### config.mk
export PLATFORM = sky130hd
export DESIGN_NAME = slave_buffer
export DESIGN_NICKNAME = d
export VERILOG_FILES = /design/src/rtl/slave_buffer.sv
export SDC_FILE = /design/constraint.sdc
export NUM_CORES = 1
export LEC_CHECK = 0
export CAP_MARGIN = 10
export CORE_ASPECT_RATIO = 1.1
export CORE_MARGIN = 2
export CORE_UTILIZATION = 45
export DETAILED_ROUTE_END_ITERATION = 8
export GPL_TIMING_DRIVEN = 0
export SYNTH_ARGS = -nofsm -noshare
export SYNTH_HDL_FRONTEND = slang
export SYNTH_SLANG_ARGS = --single-unit
### constraint.sdc
create_clock -name clk -period 4.07 [get_ports clk]
set_input_delay 0.407 -clock clk [delete_from_list [all_inputs] [get_ports clk]]
set_output_delay 0.407 -clock clk [all_outputs]
set_load 0.005 [all_outputs]
### src/rtl/slave_buffer.sv
// -----------------------------------------------------------------------------
// slave_buffer
//   First-word-fall-through buffer between an upstream beat source and a
//   downstream consumer. Each entry stores {address tag, data}. The buffer also
//   tracks the upstream address sequence: consecutive pushes must carry
//   consecutive addresses (modulo 256). A mismatch raises a sticky error flag.
//   It also counts accepted beats, saturating at 16'hFFFF.
//
// Ports
//   clk        in   sole clock, rising edge
//   rst        in   synchronous active-low reset
//   valid      in   upstream beat valid
//   sdata_in   in   upstream beat data  [WIDTH]
//   addr_in    in   upstream beat address tag [8]
//   ready      out  upstream may transfer this cycle
//   out_valid  out  head entry available downstream
//   out_ready  in   downstream accepts head entry
//   out_data   out  head entry data [WIDTH]
//   out_addr   out  head entry address tag [8]
//   count      out  occupancy 0..DEPTH [$clog2(DEPTH)+1]
//   seq_err    out  sticky address-sequence error
//   beat_cnt   out  accepted-beat counter (saturating) [16]
// -----------------------------------------------------------------------------
module slave_buffer #(
  parameter int WIDTH = 8,
  parameter int DEPTH = 8
) (
  input  logic                     clk,
  input  logic                     rst,
  input  logic                     valid,
  input  logic [WIDTH-1:0]         sdata_in,
  input  logic [7:0]               addr_in,
  output logic                     ready,
  output logic                     out_valid,
  input  logic                     out_ready,
  output logic [WIDTH-1:0]         out_data,
  output logic [7:0]               out_addr,
  output logic [$clog2(DEPTH):0]   count,
  output logic                     seq_err,
  output logic [15:0]              beat_cnt
);

  localparam int AW = $clog2(DEPTH);
  localparam int CW = AW + 1;
  localparam int EW = WIDTH + 8;
  localparam logic [CW-1:0] CNT_FULL = CW'(DEPTH);
  localparam logic [CW-1:0] CNT_ONE  = CW'(1);
  localparam logic [CW-1:0] CNT_ZERO = CW'(0);
  localparam logic [AW-1:0] PTR_ONE  = AW'(1);
  localparam logic [AW-1:0] PTR_ZERO = AW'(0);

  // Storage: address tag in the upper byte, data below it.
  logic [EW-1:0] r_mem [DEPTH];

  logic [AW-1:0] r_wr_ptr;
  logic [AW-1:0] r_rd_ptr;
  logic [CW-1:0] r_count;
  logic          r_first_seen;
  logic [7:0]    r_expected;
  logic          r_seq_err;
  logic [15:0]   r_beat_cnt;

  logic          w_push;
  logic          w_pop;
  logic          w_ready;
  logic          w_out_valid;
  logic [EW-1:0] w_head;
  logic [CW-1:0] w_count_nxt;
  logic [AW-1:0] w_wr_ptr_nxt;
  logic [AW-1:0] w_rd_ptr_nxt;
  logic          w_seq_err_nxt;
  logic [15:0]   w_beat_cnt_nxt;

  // Handshake qualifiers and the fall-through head entry.
  // ready looks only at occupancy, so a pop while full does not open the
  // buffer until the following cycle.
  always_comb begin
    w_ready     = rst && (r_count < CNT_FULL);
    w_out_valid = rst && (r_count != CNT_ZERO);
    w_push      = valid && w_ready;
    w_pop       = w_out_valid && out_ready;
    w_head      = r_mem[r_rd_ptr];
  end

  // Next-state for occupancy, pointers, sequence check and beat counter.
  always_comb begin
    w_count_nxt    = r_count;
    w_wr_ptr_nxt   = r_wr_ptr;
    w_rd_ptr_nxt   = r_rd_ptr;
    w_seq_err_nxt  = r_seq_err;
    w_beat_cnt_nxt = r_beat_cnt;

    case ({w_push, w_pop})
      2'b10:   w_count_nxt = r_count + CNT_ONE;
      2'b01:   w_count_nxt = r_count - CNT_ONE;
      default: w_count_nxt = r_count;
    endcase

    // Pointers are AW bits wide, so they wrap from DEPTH-1 to 0 naturally.
    if (w_push) begin
      w_wr_ptr_nxt = r_wr_ptr + PTR_ONE;
    end else begin
      w_wr_ptr_nxt = r_wr_ptr;
    end

    if (w_pop) begin
      w_rd_ptr_nxt = r_rd_ptr + PTR_ONE;
    end else begin
      w_rd_ptr_nxt = r_rd_ptr;
    end

    // The very first push after reset has nothing to compare against.
    if (w_push && r_first_seen && (addr_in != r_expected)) begin
      w_seq_err_nxt = 1'b1;
    end else begin
      w_seq_err_nxt = r_seq_err;
    end

    if (w_push && (r_beat_cnt != 16'hFFFF)) begin
      w_beat_cnt_nxt = r_beat_cnt + 16'd1;
    end else begin
      w_beat_cnt_nxt = r_beat_cnt;
    end
  end

  // Control state registers with synchronous active-low reset.
  always_ff @(posedge clk) begin
    if (!rst) begin
      r_count      <= CNT_ZERO;
      r_wr_ptr     <= PTR_ZERO;
      r_rd_ptr     <= PTR_ZERO;
      r_first_seen <= 1'b0;
      r_expected   <= 8'h00;
      r_seq_err    <= 1'b0;
      r_beat_cnt   <= 16'h0000;
    end else begin
      r_count    <= w_count_nxt;
      r_wr_ptr   <= w_wr_ptr_nxt;
      r_rd_ptr   <= w_rd_ptr_nxt;
      r_seq_err  <= w_seq_err_nxt;
      r_beat_cnt <= w_beat_cnt_nxt;
      if (w_push) begin
        r_first_seen <= 1'b1;
        r_expected   <= addr_in + 8'd1;
      end else begin
        r_first_seen <= r_first_seen;
        r_expected   <= r_expected;
      end
    end
  end

  // Entry storage; contents are not cleared by reset (pointers are).
  always_ff @(posedge clk) begin
    if (w_push) begin
      r_mem[r_wr_ptr] <= {addr_in, sdata_in};
    end
  end

  assign ready     = w_ready;
  assign out_valid = w_out_valid;
  assign out_data  = w_head[WIDTH-1:0];
  assign out_addr  = w_head[EW-1:WIDTH];
  assign count     = r_count;
  assign seq_err   = r_seq_err;
  assign beat_cnt  = r_beat_cnt;

endmodule

==> results of run 1 <==
state kept, by name (all words and copies together), names as in the netlist, named ones only:
name and count:
seq_err 1, r_first_seen 1, beat_cnt 16, r_mem 128, count 4, r_rd_ptr 3, r_expected 8, r_wr_ptr 3
worst max-delay path, stage by stage, from the launching register on:
cell and delay (ns):
dfxtp_1 0.30, clkbuf_1 0.23, buf_2 0.42, mux4_2 0.56, mux2_2 0.30, clkdlybuf4s50_1 0.45
cells in the final DEF, fill, tap and decap left out, types with 11 or more instances in the layout:
cell type	synthesis	final
edfxtp_1	128	128
clkdlybuf4s50_1	0	57
dfxtp_1	39	39
mux4_2	32	32
nand2_1	24	24
nand3_1	17	17
clkbuf_16	0	17
mux2_2	16	16
o21ai_0	15	15
clkbuf_1	9	12
xnor2_1	11	11
logic make-up after synthesis:
kind of cell	count (synthesis)	share of synthesized area (%)
AND/OR/NAND/NOR	97	7.75
buffers and inverters	27	2.31
adder cells (fa/ha/maj)	7	1.29
multiplexers	54	14.1
AO/OA/AOI/OAI	42	3.95
flip-flops	167	67.9
XOR/XNOR	21	2.70
final cells by class:
cell class	count	area [um2]	share of cell area (%)
Tap cell	196	245	2.94
Timing Repair Buffer	67	703	8.43
Buffer	22	139	1.67
Clock inverter	12	110	1.32
Multi-Input combinational cell	221	2060	24.7
Clock buffer	20	437	5.24
Inverter	5	18.8	0.225
Sequential cell	167	4620	55.4
per-stage QoR:
step                      hold WS [ns]  area, um2  TNS [ns]
after detailed placement         0.437       7790         0
after global routing             0.333       8340         0
final                            0.326       8340         0
after floorplan                  0.423       6810         0
after CTS                        0.315       8340         0
after global placement           0.436       7630    -38.37
routing by layer:
| layer | vias up | track usage [%] | wire length, um | part of all wire [%] |
|---|---|---|---|---|
| met5 | - | 0 | 0 | 0 |
| met4 | 0 | 5.43 | 94 | 0.69 |
| met3 | 8 | 4.61 | 579 | 4.2 |
| met2 | 79 | 29.8 | 6790 | 50 |
| met1 | 1927 | 24.7 | 6220 | 45 |
| li1 | 1810 | - | - | - |
worst paths after layout:
check,to,depth (start not counted)
setup reg to reg,count[2]$_SDFFE_PN0P_,12
setup / recovery,out_addr[4],5
hold / removal,beat_cnt[12]$_SDFFE_PN0P_,3
hold reg to reg,r_first_seen$_SDFFE_PN0P_,2
where the power goes:
group	switching, mW	internal, mW	leakage [nW]
Combinational	0.137	0.164	0.941
Sequential	0.0233	1.87	1.47
Clock	0.607	0.889	0.260
==> flow_metrics.py, run 1 <==
metrics = {
    "die": {
        "rows": 47,
        "dieArea_um2": 16100,
        "die_height_um": 133,
        "core_um2": 14900,
        "ios": 59,
        "die_x_um": 121,
        "start_util_pct": 45.6,
    },
    "placed_design": {
        "place_ws_ns": 0.967,
        "dp.cells": 678,
        "io_buffers": 57,
        "hpwl_mm": 8.98,
        "place.gp.congestion": 0.807,
    },
    "cts": {
        "clkSlewWorstSetupHoldPaths_ns": 0.06,
        "h-tree-depth": 4,
        "cts_root_buf": "clkbuf_16",
        "cts_setup_buffers": 0,
        "cts_hold_buf": 0,
        "cts_max_path_buffers": 2,
        "worstSkewPairLatency_ns": 0.42,
        "cts_buffers": 17,
        "cts_tree": "done",
        "cts_resized": 0,
        "cts.sinks": 167,
    },
    "critical_path": {
        "reg2reg_setup_slack_ns": 1.40,
        "critPathMaxFanout": 10,
        "cp.required_ns": 3.66,
        "cp-end-kind": "output pin",
        "arrival_ns": 2.68,
        "r2r_start": "count[3]$_SDFFE_PN0P_",
        "crit_type": "register to output pin",
        "cp-start-kind": "register",
    },
    "layout": {
        "fin_util_pct": 55.8,
        "nFillCells": 1251,
        "stdcell_count": 710,
        "area_growth_pct": 22.4,
        "drive_gt1_share_pct": 22.0,
        "diodes": 0,
        "final_nets": 528,
    },
    "routing": {
        "drtAntennaViolNets": 0,
        "num_vias": 3824,
        "via_per_inst": 5.39,
        "initialDrtViolationCount": 381,
        "wl_mm": 13.7,
        "wl_per_cell_um": 19.3,
        "drc": 0,
        "drtPass1Iterations": 4,
    },
    "logic_synthesis": {
        "ys.warnings.count": 0,
        "synth_seq_cells": 167,
        "synthTopCellsByCount": "edfxtp_1 (128), dfxtp_1 (39), mux4_2 (32)",
        "async_reset_ff_share_pct": 0,
        "synth.avg_cell_area_um2": 16.4,
        "synth_cells": 415,
        "ys_seq_area_share_pct": 67.9,
        "synth_edf_count": 128,
        "synth_top_cell_area_share_pct": 56.4,
        "netlist_area_um2": 6810,
        "synth_ff_type": "edfxtp_1",
        "synth_cell_types": 52,
        "synthTopCellsByArea": "edfxtp_1 (56%), dfxtp_1 (11%), mux4_2 (11%)",
        "synthMostInstantiatedCell": "edfxtp_1",
        "yosys.area.top_type": "edfxtp_1",
        "syn_nets": 442,
    },
    "global_routing": {
        "grt_pass1_vias": 3943,
        "grt_usage_pct": 18.4,
        "gr-total-overflow": 0,
        "grt_max_degree": 17,
        "grt_pass1_wl_mm": 21.9,
        "antenna_found_initial": 0,
    },
    "sta": {
        "fin_skew_ns": 0.0129,
        "fin_ws_ns": 0.981,
        "period_needed_ns": 3.09,
        "fmax_mhz": 324,
        "rsz0062_at_grt": "no",
        "worstMarginPinSlew_ns": 1.05,
        "finalCritPeriodShare_pct": 75.9,
        "finalSetupViolations": 0,
        "hold_viol": 0,
        "drv_slew": 0,
        "slew_headroom_pct": 29.2,
    },
    "hold_path": {
        "hold_start": "rst",
        "hold_class": "primary input to register",
    },
    "power_and_ir_drop": {
        "ir_worst_vdd_uv": 284,
        "p_per_area_nw_per_um2": 443,
        "total_power_mw": 3.69,
        "leakage_nw": 2.67,
    },
    "status": {
        "outcome": "finished, final reports clean",
    },
    "job": {
        "maxCapViolations": 0,
    },
}
(Power assumes the default switching activity.)
==> run 2, diff against run 1 <==
==> constraint.sdc (replaced) <==
create_clock -name clk -period 2.95 [get_ports clk]
set_input_delay 0.295 -clock clk [delete_from_list [all_inputs] [get_ports clk]]
set_output_delay 0.295 -clock clk [all_outputs]
set_load 0.005 [all_outputs]
==> run 2 against run 1 <==
Net effect:
- critical endpoint is now out_addr[6]
- critical path type unchanged
- sequential power is 39% higher
- clock power is 53% higher
- count of clock-buffer cells in the layout is 1 lower
- power is 45% higher
- setup slack worse by 0.78 ns
==> flow_metrics.py, run 2 (synthesis gave the netlist of run 1 again) <==
metrics = {
    "critical_path": {
        "crit_path_max_incr_delay_ns": 0.53,
        "cp-start-kind": "register",
        "reg2reg_setup_slack_ns": 0.24,
        "cp.required_ns": 2.65,
        "timing.critical_path.cells": "buf_6 -> mux4_2 -> mux2_2 -> clkdlybuf4s50_1",
        "crit_type": "register to output pin",
        "critPathBufInv": 2,
        "cp_num_cells": 4,
        "cp-end-kind": "output pin",
        "crit_family": "multiplexers",
        "r2r_start": "count[3]$_SDFFE_PN0P_",
        "r2r-end": "count[2]$_SDFFE_PN0P_",
        "reg2reg_depth": 12,
        "cp_slowest_cell": "mux4_2",
        "critPathMaxFanout": 10,
        "arrival_ns": 2.45,
    },
    "die": {
        "rows": 47,
        "die_height_um": 133,
        "ios": 59,
        "dieArea_um2": 16100,
        "die_x_um": 121,
        "start_util_pct": 45.6,
        "core_um2": 14900,
    },
    "placed_design": {
        "place_area_um2": 7790,
        "io_buffers": 57,
        "dp.cells": 676,
        "place.gp.congestion": 0.800,
        "place_ws_ns": -0.132,
        "hpwl_mm": 8.95,
    },
    "layout": {
        "final_common_cell": "edfxtp_1",
        "top_register": "r_mem",
        "stdcell_count": 707,
        "diodes": 0,
        "largest_reg_flops": 128,
        "drive_gt1_share_pct": 23.3,
        "fin_util_pct": 56.4,
        "final_cell_mix": "edfxtp_1 (128), clkdlybuf4s50_1 (57), dfxtp_1 (39), mux4_2 (32), nand2_1 (24)",
        "area_growth_pct": 23.6,
        "fin_area_um2": 8420,
        "final_nets": 525,
        "nFillCells": 1223,
    },
    "global_routing": {
        "grt_pass1_wl_mm": 22.2,
        "grt_pass1_vias": 4144,
        "gr-total-overflow": 0,
        "grt_usage_pct": 18.7,
        "grt_max_degree": 17,
        "antenna_found_initial": 0,
    },
    "power_and_ir_drop": {
        "clkPwrFrac_pct": 43.1,
        "total_power_mw": 5.34,
        "p_per_area_nw_per_um2": 634,
        "pwr-share-comb_pct": 7.9,
        "leakage_nw": 2.71,
        "p_sw_mw": 1.12,
        "p_seq_share_pct": 49.0,
        "ir_worst_vdd_uv": 461,
        "swShare_pct": 20.9,
        "p_int_mw": 4.22,
    },
    "sta": {
        "period_needed_ns": 2.74,
        "finalSetupViolations": 0,
        "rsz0062_at_grt": "no",
        "drv_slew": 0,
        "slew_headroom_pct": 42.0,
        "finalCritPeriodShare_pct": 93.0,
        "fin_ws_ns": 0.205,
        "hold_viol": 0,
        "finalSetupTns_ns": 0,
        "hold_ws_ns": 0.205,
        "fmax_mhz": 364,
        "fin_skew_ns": 0.0104,
        "worstMarginPinSlew_ns": 0.866,
    },
    "routing": {
        "drc": 0,
        "wl_mm": 13.8,
        "initialDrtViolationCount": 281,
        "wl_per_cell_um": 19.6,
        "via_per_inst": 5.48,
        "num_vias": 3877,
        "drtPass1Iterations": 6,
        "drtAntennaViolNets": 0,
    },
    "cts": {
        "h-tree-depth": 4,
        "cts_max_path_buffers": 2,
        "clkSlewWorstSetupHoldPaths_ns": 0.06,
        "worstSkewPairLatency_ns": 0.43,
        "cts_setup_buffers": 0,
        "cts.sinks": 167,
        "cts_root_buf": "clkbuf_16",
        "cts_buffers": 17,
        "cts_hold_buf": 0,
        "cts_resized": 10,
        "cts_tree": "done",
    },
    "hold_path": {
        "hold_depth": 3,
        "hold_start": "rst",
        "hold_class": "primary input to register",
        "min_to": "beat_cnt[12]$_SDFFE_PN0P_",
    },
    "job": {
        "maxCapViolations": 0,
    },
    "status": {
        "outcome": "finished, final reports clean",
    },
}
-- run 2: how the worst max path moves through the flow --
stage                                        to  slack (ns)
final                               out_addr[6]        0.21
after global routing      count[2]$_SDFFE_PN0P_        0.01
after CTS                           out_addr[6]       0.006
after detailed placement  r_mem[4][8]$_DFFE_PP_       -0.13
after global placement    r_mem[4][8]$_DFFE_PP_       -1.42
after floorplan           r_mem[4][0]$_DFFE_PP_        0.24
-- run 2: worst register-to-register path: stages (launching register included) --
cell and delay, ns:
dfxtp_1 0.41, and3b_1 0.20, clkbuf_4 0.17, inv_1 0.11, clkbuf_8 0.17, buf_2 0.28, ha_1 0.32, xor2_1 0.18
ha_1 0.16, a21oi_1 0.04, xor2_1 0.16, or3_1 0.31, a21oi_1 0.13
-- run 2: layout make-up --
class	count	area [um2]	area share, %
plain buffers	21	159	1.89
clock buffers	19	433	5.14
clock inverters	13	179	2.13
well taps	196	245	2.91
multi-input cells	221	2070	24.6
flip-flops and latches	167	4620	54.9
inverters	5	18.8	0.223
repair buffers	65	687	8.16
-- run 2: power by group through the flow --
stage | Clock (mW) | Sequential [mW] | Combinational, mW
finish | 2.30 | 2.62 | 0.424
global route | 2.43 | 2.62 | 0.465
CTS | 2.35 | 2.61 | 0.438
detailed placement | 0 | 2.66 | 0.428
global placement | 0 | 2.66 | 0.408
floorplan | 0 | 2.66 | 0.234
-- run 2: routing by layer --
metal	up-vias	part of all wire [%]	routed length (um)	GRT usage, %
met5	-	0	0	0
met4	0	1.1	153	7.47
met3	12	4.5	627	5.00
met2	86	51	7030	30.6
met1	1978	43	6010	23.8
li1	1801	-	-	-
==> run 3, diff against run 2 <==
--- a/config.mk
+++ b/config.mk
@@ -11,6 +11,7 @@
 export CORE_UTILIZATION = 45
 export DETAILED_ROUTE_END_ITERATION = 8
 export GPL_TIMING_DRIVEN = 0
+export SLEW_MARGIN = 20
 export SYNTH_ARGS = -nofsm -noshare
 export SYNTH_HDL_FRONTEND = slang
 export SYNTH_SLANG_ARGS = --single-unit
==> run 3 against run 2 <==
Net effect:
- hold slack better by 0.0048 ns
- combinational power barely moved
- non-clock buffer count increased by 4
- sequential share of layout area increased by 0.20 points
- die area unchanged
- setup slack got worse by 0.010 ns
- power shrank 2.7%
- global-route usage barely moved
- first-iteration DRC count increased by 7.8%
- clock skew decreased by 0.0035 ns
- critical path depth unchanged
- register-to-register slack worse by 0.02 ns
==> flow_metrics.py, run 3 (synthesis gave the netlist of run 1 again) <==
metrics = {
    "status": {
        "outcome": "finished, final reports clean",
    },
    "die": {
        "die_height_um": 133,
        "dieArea_um2": 16100,
        "start_util_pct": 45.6,
        "core_um2": 14900,
        "die_x_um": 121,
        "ios": 59,
        "rows": 47,
    },
    "cts": {
        "cts_root_buf": "clkbuf_16",
        "h-tree-depth": 4,
        "cts_max_path_buffers": 2,
        "worstSkewPairLatency_ns": 0.42,
        "cts_tree": "done",
        "clkSlewWorstSetupHoldPaths_ns": 0.07,
        "cts_buffers": 17,
        "cts_setup_buffers": 0,
        "cts.sinks": 167,
        "cts_hold_buf": 0,
    },
    "routing": {
        "initialDrtViolationCount": 303,
        "drtAntennaViolNets": 0,
        "wl_per_cell_um": 19.5,
        "via_per_inst": 5.50,
        "drtPass1Iterations": 4,
        "drc": 0,
        "num_vias": 3907,
        "wl_mm": 13.8,
    },
    "global_routing": {
        "grt_max_degree": 17,
        "antenna_found_initial": 0,
        "gr-total-overflow": 0,
        "grt_pass1_vias": 4162,
        "grt_usage_pct": 18.7,
        "grt_pass1_wl_mm": 22.2,
    },
    "sta": {
        "fmax_mhz": 363,
        "fin_skew_ns": 0.00694,
        "fin_ws_ns": 0.195,
        "worstMarginPinSlew_ns": 0.729,
        "finalCritPeriodShare_pct": 93.4,
        "period_needed_ns": 2.75,
        "hold_viol": 0,
        "drv_slew": 0,
        "finalSetupTns_ns": 0,
        "rsz0062_at_grt": "no",
        "finalSetupViolations": 0,
        "slew_headroom_pct": 51.0,
    },
    "power_and_ir_drop": {
        "total_power_mw": 5.20,
        "ir_worst_vdd_uv": 314,
        "p_int_mw": 4.06,
        "pwr-share-comb_pct": 8.1,
        "p_sw_mw": 1.14,
        "p_per_area_nw_per_um2": 620,
        "clkPwrFrac_pct": 41.5,
        "swShare_pct": 21.8,
        "leakage_nw": 2.72,
        "p_seq_share_pct": 50.4,
    },
    "placed_design": {
        "dp.cells": 680,
        "place.gp.congestion": 0.800,
        "place_ws_ns": -0.0288,
        "place_area_um2": 7790,
        "hpwl_mm": 9.07,
        "io_buffers": 57,
    },
    "layout": {
        "final_nets": 529,
        "final_common_cell": "edfxtp_1",
        "fin_area_um2": 8390,
        "diodes": 0,
        "stdcell_count": 711,
        "largest_reg_flops": 128,
        "drive_gt1_share_pct": 24.3,
        "area_growth_pct": 23.1,
        "top_register": "r_mem",
        "final_cell_mix": "edfxtp_1 (128), clkdlybuf4s50_1 (57), dfxtp_1 (39), mux4_2 (32), nand2_1 (24)",
    },
    "critical_path": {
        "critPathMaxFanout": 10,
        "cp.required_ns": 2.65,
        "arrival_ns": 2.46,
        "crit_type": "register to output pin",
        "cp-end-kind": "output pin",
        "cp-start-kind": "register",
        "reg2reg_depth": 12,
    },
    "hold_path": {
        "hold_depth": 3,
        "hold_class": "primary input to register",
    },
    "job": {
        "maxCapViolations": 0,
    },
}
[run 3: final timing paths]
| kind | from | to | slack (ns) |
|---|---|---|---|
| hold / removal | rst | r_wr_ptr[1]$_SDFFE_PN0P_ | 0.21 |
| setup reg to reg | count[3]$_SDFFE_PN0P_ | count[2]$_SDFFE_PN0P_ | 0.22 |
| setup / recovery | register | out_addr[6] | 0.20 |
| hold reg to reg | r_first_seen$_SDFFE_PN0P_ | r_first_seen$_SDFFE_PN0P_ | 0.45 |
[run 3: per-stage QoR]
step                util [%]  hold WS, ns
floorplan                  -        0.391
detailed placement      52.1        0.449
finish                  56.1        0.210
global placement        51.1        0.434
global route            56.1        0.210
CTS                     56.1        0.199
[run 3: final cells by class]
| class | instances | area, um2 |
|---|---|---|
| Timing Repair Buffer | 69 | 687 |
| Clock inverter | 15 | 155 |
| Buffer | 21 | 159 |
| Clock buffer | 17 | 425 |
| Tap cell | 196 | 245 |
| Multi-Input combinational cell | 221 | 2070 |
| Fill cell | 1222 | 6550 |
| Inverter | 5 | 18.8 |
| Sequential cell | 167 | 4620 |
[run 3: power groups by stage]
stage          clock (mW)  sequential (mW)  combinational [mW]
4_1_cts              2.21             2.61               0.434
6_report             2.16             2.62               0.423
5_1_grt              2.33             2.62               0.465
3_5_place_dp            0             2.66               0.428
2_1_floorplan           0             2.66               0.234
3_3_place_gp            0             2.66               0.408
[run 3: repair_timing]
action                                  CTS  global route
endpoints found under the hold margin     0             0
endpoints found under the setup margin   16            16
resized for setup                         6             5
[run 3: critical path, stage by stage, from the launching register on]
cell and delay [ns]:
dfxtp_1 0.50, buf_6 0.26, mux4_2 0.53, mux2_2 0.29, clkdlybuf4s50_1 0.45
[run 3: per-layer routing]
| metal | GRT usage (%) | vias to the layer above | routed length (um) |
|---|---|---|---|
| met5 | 0 | - | 0 |
| met4 | 6.90 | 0 | 226 |
| met3 | 5.04 | 12 | 652 |
| met2 | 30.1 | 90 | 6860 |
| met1 | 24.3 | 1996 | 6100 |
| li1 | - | 1809 | - |
